### config.mk
export PLATFORM = sky130hd
export DESIGN_NAME = bp_be_rf_read_arbiter
export DESIGN_NICKNAME = d
export VERILOG_FILES = /design/src/rtl/bp_be_pkg.sv /design/src/rtl/bp_be_rf_req_packer.sv /design/src/rtl/bp_be_rf_read_arbiter.sv
export SDC_FILE = /design/constraint.sdc
export NUM_CORES = 1
export LEC_CHECK = 0
export ABC_AREA = 1
export CORE_MARGIN = 1.5
export CORE_UTILIZATION = 40
export DETAILED_ROUTE_END_ITERATION = 6
export GPL_ROUTABILITY_DRIVEN = 0
export GPL_TIMING_DRIVEN = 0
export PLACE_DENSITY = 0.67
export SYNTH_ARGS = -nofsm -noshare
export SYNTH_HDL_FRONTEND = slang
export SYNTH_SLANG_ARGS = --single-unit
### constraint.sdc
create_clock -name clk_i -period 2.5 [get_ports clk_i]
set_input_delay 0.375 -clock clk_i [delete_from_list [all_inputs] [get_ports clk_i]]
set_output_delay 0.375 -clock clk_i [all_outputs]
set_load 0.05 [all_outputs]
### src/rtl/bp_be_pkg.sv
// Shared types for the backend register-file read arbiter: FSM state and operand tags.
package bp_be_pkg;

    typedef enum logic {
        e_idle   = 1'b0,
        e_second = 1'b1
    } rf_arb_state_e;

    // Operand slot index: 0 = s0.rs1, 1 = s0.rs2, 2 = s1.rs1, 3 = s1.rs2
    typedef logic [1:0] opd_tag_t;

    localparam int unsigned num_opd_lp  = 4;
    localparam int unsigned num_port_lp = 2;

endpackage

### src/rtl/bp_be_rf_req_packer.sv
// Priority packer: picks the two lowest set bits of a 4-bit request vector,
// returns their tags and the requests left over for a second pass.
module bp_be_rf_req_packer
    import bp_be_pkg::*;
(
    input  logic [3:0] req_i,
    output logic [1:0] v_o,
    output logic [1:0] tag0_o,
    output logic [1:0] tag1_o,
    output logic [3:0] residual_o
);

    always_comb begin
        v_o        = 2'b00;
        tag0_o     = 2'd0;
        tag1_o     = 2'd0;
        residual_o = req_i;
        for (int i = 0; i < 4; i++) begin
            if (req_i[i]) begin
                if (!v_o[0]) begin
                    v_o[0]        = 1'b1;
                    tag0_o        = opd_tag_t'(i);
                    residual_o[i] = 1'b0;
                end else if (!v_o[1]) begin
                    v_o[1]        = 1'b1;
                    tag1_o        = opd_tag_t'(i);
                    residual_o[i] = 1'b0;
                end
            end
        end
    end

endmodule

### src/rtl/bp_be_rf_read_arbiter.sv
// Two-port register-file read arbiter for a dual-issue pair: up to four operand
// reads, served in one pass or split across two cycles when more than two are needed.
module bp_be_rf_read_arbiter
    import bp_be_pkg::*;
#(
    parameter int addr_width_p      = 5,
    parameter int data_width_p      = 64,
    parameter int split_cnt_width_p = 16
) (
    input  logic                           clk_i,
    input  logic                           reset_n_i,
    input  logic                           flush_i,
    input  logic                           pair_v_i,
    output logic                           pair_ready_o,
    input  logic [3:0]                     rs_v_i,
    input  logic [4*addr_width_p-1:0]      rs_addr_i,
    output logic [1:0]                     rf_r_v_o,
    output logic [2*addr_width_p-1:0]      rf_addr_o,
    input  logic [2*data_width_p-1:0]      rf_data_i,
    output logic                           opd_v_o,
    output logic [4*data_width_p-1:0]      opd_o,
    output logic [split_cnt_width_p-1:0]   split_cnt_o
);

    logic [3:0][addr_width_p-1:0] addr_a;
    logic [1:0][data_width_p-1:0] rdata;
    logic [3:0]                   eff_req;

    assign addr_a = rs_addr_i;
    assign rdata  = rf_data_i;

    for (genvar gi = 0; gi < 4; gi++) begin : g_eff
        assign eff_req[gi] = rs_v_i[gi] & (|addr_a[gi]);
    end

    rf_arb_state_e                state_q, state_d;
    logic                         pend_q, pend_d;
    logic                         final_q, final_d;
    logic [1:0]                   rd_v_q, rd_v_d;
    opd_tag_t [1:0]               rd_tag_q, rd_tag_d;
    logic [3:0]                   sec_mask_q, sec_mask_d;
    logic [3:0][addr_width_p-1:0] sec_addr_q, sec_addr_d;
    logic [3:0][data_width_p-1:0] hold_q, hold_d;
    logic [split_cnt_width_p-1:0] split_cnt_q, split_cnt_d;

    logic [3:0]                   pk_in;
    logic [1:0]                   pk_v;
    opd_tag_t                     pk_tag0, pk_tag1;
    logic [3:0]                   pk_res;
    logic [3:0][addr_width_p-1:0] addr_sel;
    logic [1:0][addr_width_p-1:0] port_addr;
    logic [3:0][data_width_p-1:0] merged;
    logic                         accept;
    logic                         in_second;

    // One packer serves both passes: fresh requests when idle, the registered remainder in e_second.
    bp_be_rf_req_packer u_packer (
        .req_i      (pk_in),
        .v_o        (pk_v),
        .tag0_o     (pk_tag0),
        .tag1_o     (pk_tag1),
        .residual_o (pk_res)
    );

    assign in_second    = (state_q == e_second);
    assign pair_ready_o = (state_q == e_idle) & ~flush_i & reset_n_i;
    assign accept       = pair_v_i & pair_ready_o;

    // Latest port data wins over held pass-1 values for the tagged operand.
    for (genvar gi = 0; gi < 4; gi++) begin : g_merge
        assign merged[gi] = (rd_v_q[1] && rd_tag_q[1] == opd_tag_t'(gi)) ? rdata[1] :
                            (rd_v_q[0] && rd_tag_q[0] == opd_tag_t'(gi)) ? rdata[0] :
                            hold_q[gi];
    end

    assign opd_v_o     = pend_q & final_q & ~flush_i;
    assign opd_o       = opd_v_o ? merged : '0;
    assign rf_addr_o   = port_addr;
    assign split_cnt_o = split_cnt_q;

    always_comb begin
        pk_in    = in_second ? sec_mask_q : eff_req;
        addr_sel = in_second ? sec_addr_q : addr_a;

        rf_r_v_o  = 2'b00;
        port_addr = '0;
        if (accept || (in_second && !flush_i)) begin
            rf_r_v_o = pk_v;
        end
        if (rf_r_v_o[0]) port_addr[0] = addr_sel[pk_tag0];
        if (rf_r_v_o[1]) port_addr[1] = addr_sel[pk_tag1];

        state_d     = state_q;
        pend_d      = 1'b0;
        final_d     = 1'b0;
        rd_v_d      = 2'b00;
        rd_tag_d    = '0;
        sec_mask_d  = sec_mask_q;
        sec_addr_d  = sec_addr_q;
        hold_d      = hold_q;
        split_cnt_d = split_cnt_q;

        if (flush_i) begin
            state_d    = e_idle;
            sec_mask_d = '0;
            sec_addr_d = '0;
            hold_d     = '0;
        end else if (in_second) begin
            rd_v_d     = pk_v;
            rd_tag_d   = {pk_tag1, pk_tag0};
            pend_d     = 1'b1;
            final_d    = 1'b1;
            state_d    = e_idle;
            hold_d     = merged;
            sec_mask_d = '0;
            sec_addr_d = '0;
        end else if (accept) begin
            rd_v_d     = pk_v;
            rd_tag_d   = {pk_tag1, pk_tag0};
            pend_d     = 1'b1;
            final_d    = ~|pk_res;
            hold_d     = '0;
            sec_mask_d = pk_res;
            for (int i = 0; i < 4; i++) begin
                sec_addr_d[i] = pk_res[i] ? addr_a[i] : '0;
            end
            if (|pk_res) begin
                state_d = e_second;
                if (!(&split_cnt_q)) split_cnt_d = split_cnt_q + split_cnt_width_p'(1);
            end
        end
    end

    always_ff @(posedge clk_i or negedge reset_n_i) begin
        if (!reset_n_i) begin
            state_q     <= e_idle;
            pend_q      <= 1'b0;
            final_q     <= 1'b0;
            rd_v_q      <= 2'b00;
            rd_tag_q    <= '0;
            sec_mask_q  <= '0;
            sec_addr_q  <= '0;
            hold_q      <= '0;
            split_cnt_q <= '0;
        end else begin
            state_q     <= state_d;
            pend_q      <= pend_d;
            final_q     <= final_d;
            rd_v_q      <= rd_v_d;
            rd_tag_q    <= rd_tag_d;
            sec_mask_q  <= sec_mask_d;
            sec_addr_q  <= sec_addr_d;
            hold_q      <= hold_d;
            split_cnt_q <= split_cnt_d;
        end
    end

endmodule

==> reports/metrics.json <==
{
  "crit_path_start_kind": {"value": "flip-flop"},
  "yosys-top-cells-count": {"value": "nand2_1 (370), inv_1 (314), nor2_1 (304)"},
  "cp_data_arrival_time": {"value": 2610, "unit": "ps"},
  "clk_path_buf_depth": {"value": 3},
  "final_antenna_net_count": {"value": 0},
  "cts_buf_count": {"value": 36},
  "drtIter0Drc": {"value": 2401},
  "grt_max_degree": {"value": 75},
  "final.setup.tns": {"value": -65800, "unit": "ps"},
  "hold_path_startpoint": {"value": "rs_addr_i[14]"},
  "boundaryPins": {"value": 442},
  "clkTransAtPathRegs": {"value": 60, "unit": "ps"},
  "grt_antenna_before_repair": {"value": 6},
  "max-vdd-ir-drop": {"value": 357.5, "unit": "µV"},
  "ys.flop_type": {"value": "dfrtp_1"},
  "dp.final_hpwl": {"value": 56480, "unit": "µm"},
  "largest_area_contributor_in_the_synthesized_netlist": {"value": "dfrtp_1"},
  "syn_to_final_growth": {"value": 63.14, "unit": "%"},
  "max_cap_viol_count": {"value": 0},
  "p_total": {"value": 12.29, "unit": "mW"},
  "clockRootBuffer": {"value": "clkbuf_16"},
  "finClkSkew": {"value": 28.18, "unit": "ps"},
  "status": {"value": "complete, but fails checks"},
  "htreeDepth": {"value": 2},
  "postSynthRegisterBits": {"value": 293},
  "violated_checks": {"value": "negative setup slack"},
  "placedInstanceArea": {"value": 22870, "unit": "µm²"},
  "wirelength": {"value": 85010, "unit": "µm"},
  "syn_inst": {"value": 2397},
  "source_to_sink_clock_delay_at_the_later_pin_of_the_worst_skew_pair": {"value": 570, "unit": "ps"},
  "worst_slack": {"value": -486.3, "unit": "ps"},
  "cts.sink_count": {"value": 293},
  "worst_hold_path_type": {"value": "in2reg"},
  "start_point_of_the_critical_path": {"value": "in_second"},
  "global_route_wire_length_before_repair": {"value": 117600, "unit": "µm"},
  "ff2ff_setup_slack": {"value": -110, "unit": "ps"},
  "drt_pass1_iterations": {"value": 5},
  "tritoncts": {"value": "done"},
  "global_route.usage.total": {"value": 0.3397},
  "slew_headroom": {"value": 0.3877},
  "fp.dieH": {"value": 212.7, "unit": "µm"},
  "synth_area_leaders": {"value": "dfrtp_1 (42%), o211ai_1 (11%), o22ai_1 (9.4%)"},
  "timing_worst_slew_pin_value": {"value": 918.4, "unit": "ps"},
  "hold_depth": {"value": 3},
  "routed_wire_length_per_instance": {"value": 23.13, "unit": "µm"},
  "vias": {"value": 21810},
  "pwr_density_cell": {"value": 428.3, "unit": "nW/µm²"},
  "worst-setup-path-type": {"value": "reg2out"},
  "drive_gt1_frac": {"value": 0.3371},
  "timing.final.crit_period": {"value": 2986, "unit": "ps"},
  "gr-total-overflow": {"value": 0},
  "stages_on_worst_setup_path": {"value": 14},
  "synth_top_area_frac": {"value": 0.4169},
  "drt_drc_violations_left": {"value": 0},
  "vias_in_the_first_global_route": {"value": 19990},
  "synth.most_common_cell": {"value": "nand2_1"},
  "cp_cell_sequence": {"value": "clkinv_4 -> nand3_4 -> inv_2 -> ha_4 -> inv_4 -> buf_8 -> nand3_1 -> nand2_1 -> nand2_2 -> nand3_1 -> nand3_1 -> nand2_2 -> nor2_4 -> buf_8"},
  "die_x": {"value": 212.7, "unit": "µm"},
  "synth.yosys.warnings": {"value": 0},
  "crit_slowest_cell": {"value": "dfrtp_2"},
  "cellLeakagePower": {"value": 11.71, "unit": "nW"},
  "netlist_area": {"value": 17590, "unit": "µm²"},
  "synth_enable_flop_cells": {"value": 0},
  "hold_ws": {"value": 438.1, "unit": "ps"},
  "cp.buffers_inverters": {"value": 5},
  "worst-endpoint-required": {"value": 2120, "unit": "ps"},
  "post_synth.cell_area_avg": {"value": 7.337, "unit": "µm²"},
  "design.final.nets": {"value": 3220},
  "viasPerCell": {"value": 5.934},
  "yosysUniqueCellTypes": {"value": 32},
  "finalNonFillerCells": {"value": 3675},
  "final_report_max_slew_violation_count": {"value": 0},
  "async_reset_ff_frac": {"value": 1.000},
  "dpl.cell_count": {"value": 3425},
  "postSynthNetCount": {"value": 2558},
  "final_min_period_over_clock_period": {"value": 1.195},
  "path_max_fanout": {"value": 10},
  "core": {"value": 43270, "unit": "µm²"},
  "final_cell_area": {"value": 28690, "unit": "µm²"},
  "floorplan.rows": {"value": 76},
  "die_ar": {"value": 45230, "unit": "µm²"},
  "max_incr_delay_on_cp": {"value": 450, "unit": "ps"},
  "setup_viol": {"value": 309},
  "critical-path-top-delay-family": {"value": "simple AND/OR/NAND/NOR gates"},
  "cell_occurring_most_often_along_the_worst_timing_path": {"value": "nand3_1"},
  "critical_path.endpoint_type": {"value": "output port"},
  "hold_viol_final": {"value": 0},
  "rr_startpoint": {"value": "in_second"},
  "worst-r2r-cell-count": {"value": 6},
  "start_util": {"value": 0.4064},
  "ys_seq_area_frac": {"value": 0.4169},
  "port_buffers": {"value": 441},
  "rsz_0062_raised_after_global_routing": {"value": "yes"},
  "timing.fmax": {"value": 334.9, "unit": "MHz"}
}
## cells in the final DEF (no fill, tap or decap), types with 4 or more instances in the layout
cell,instances
a21oi_1,4
a21oi_2,4
a21oi_4,5
buf_12,19
buf_16,8
buf_2,47
buf_4,127
buf_6,291
buf_8,45
clkbuf_1,37
clkbuf_16,58
clkbuf_2,46
clkbuf_4,17
clkbuf_8,12
clkdlybuf4s50_1,166
clkinv_2,5
dfrtp_1,290
diode_2,5
dlygate4sd3_1,4
inv_1,304
inv_2,7
inv_4,5
nand2_1,248
nand2_2,81
nand2_4,45
nand3_1,26
nand3_2,14
nand3_4,7
nand4_1,5
nor2_1,181
nor2_2,108
nor2_4,15
nor3_1,6
o211ai_1,256
o21ai_0,43
o21ai_1,184
o21ai_2,47
o22ai_1,264
xor2_1,11
## final cells by class
cell class | instances | area (µm²)
diodes | 5 | 12.51
plain buffers | 205 | 1660
clock buffers | 57 | 1122
clock inverters | 7 | 71.32
fillers | 3461 | 14580
inverters | 319 | 1230
multi-input cells | 1577 | 9600
flip-flops and latches | 293 | 7336
well taps | 585 | 732.0
repair buffers | 626 | 6917
repair inverters | 1 | 7.507
## worst register-to-register path: stages (launching register included)
cell and delay (ps):
dfrtp_2 450, buf_4 150, buf_2 190, nand2_2 180, clkbuf_1 710, clkbuf_1 550, o22ai_1 200
## routing by layer
layer  global-route usage  share of wire
met4               0.1717          0.060
met5                    0        0.00059
met2               0.5447           0.47
met3              0.08075           0.11
met1               0.4280           0.37
## final timing paths
path                             endpoint
max                          rf_addr_o[7]
min                        sec_addr_q[14]
max reg2reg                    hold_q[62]
min reg2reg                split_cnt_o[4]
max in group asynchronous     hold_q[251]
min in group asynchronous     hold_q[211]
## flip-flops by register name (all words and copies together) (netlist names)
| name | flops |
|---|---|
| hold_q | 256 |
| split_cnt_o | 16 |
| sec_addr_q | 10 |
| rd_tag_q | 4 |
| rd_v_q | 2 |
| sec_mask_q | 2 |
| final_q | 1 |
| in_second | 1 |
| pend_q | 1 |
## power by group
part	leakage, nW	internal (mW)	switching [mW]	total (mW)
Clock	0.591	3.18	2.19	5.37
Sequential	4.08	4.78	0.0396	4.82
Combinational	7.03	0.808	1.29	2.09
Total	11.7	8.77	3.52	12.3
## cells by family (layout without fill, tap and decap cells)
group / count (synthesis) / after routing / synth area share
AOI/OAI and AO/OA: 810 / 810 / 0.2873
xor gates and xnor gates: 14 / 14 / 0.006973
adders and majority gates: 5 / 5 / 0.003557
buffers and inverters: 527 / 1215 / 0.1179
DFF: 293 / 293 / 0.4169
other: 0 / 5 / 0
and+or+nand+nor: 748 / 748 / 0.1673
## per-stage QoR
stage,utilization,setup slack (ps)
6_report,0.6631,-486.3
5_1_grt,0.6630,-528.9
4_1_cts,0.5632,-431.6
3_5_place_dp,0.5285,-1603
3_3_place_gp,0.5271,-13380
2_1_floorplan,-,-35.36
## repair_timing
| action | CTS | global route |
|---|---|---|
| hold buffers | 8 | 0 |
| setup endpoints to repair | 538 | 507 |
| resized for setup | 1533 | 1617 |
| pin swaps | 17 | 247 |
| setup buffers | 21 | 128 |
| cloned | 6 | 21 |
| endpoints found under the hold margin | 111 | 0 |
Note: power is estimated with default switching activity, not from simulation.
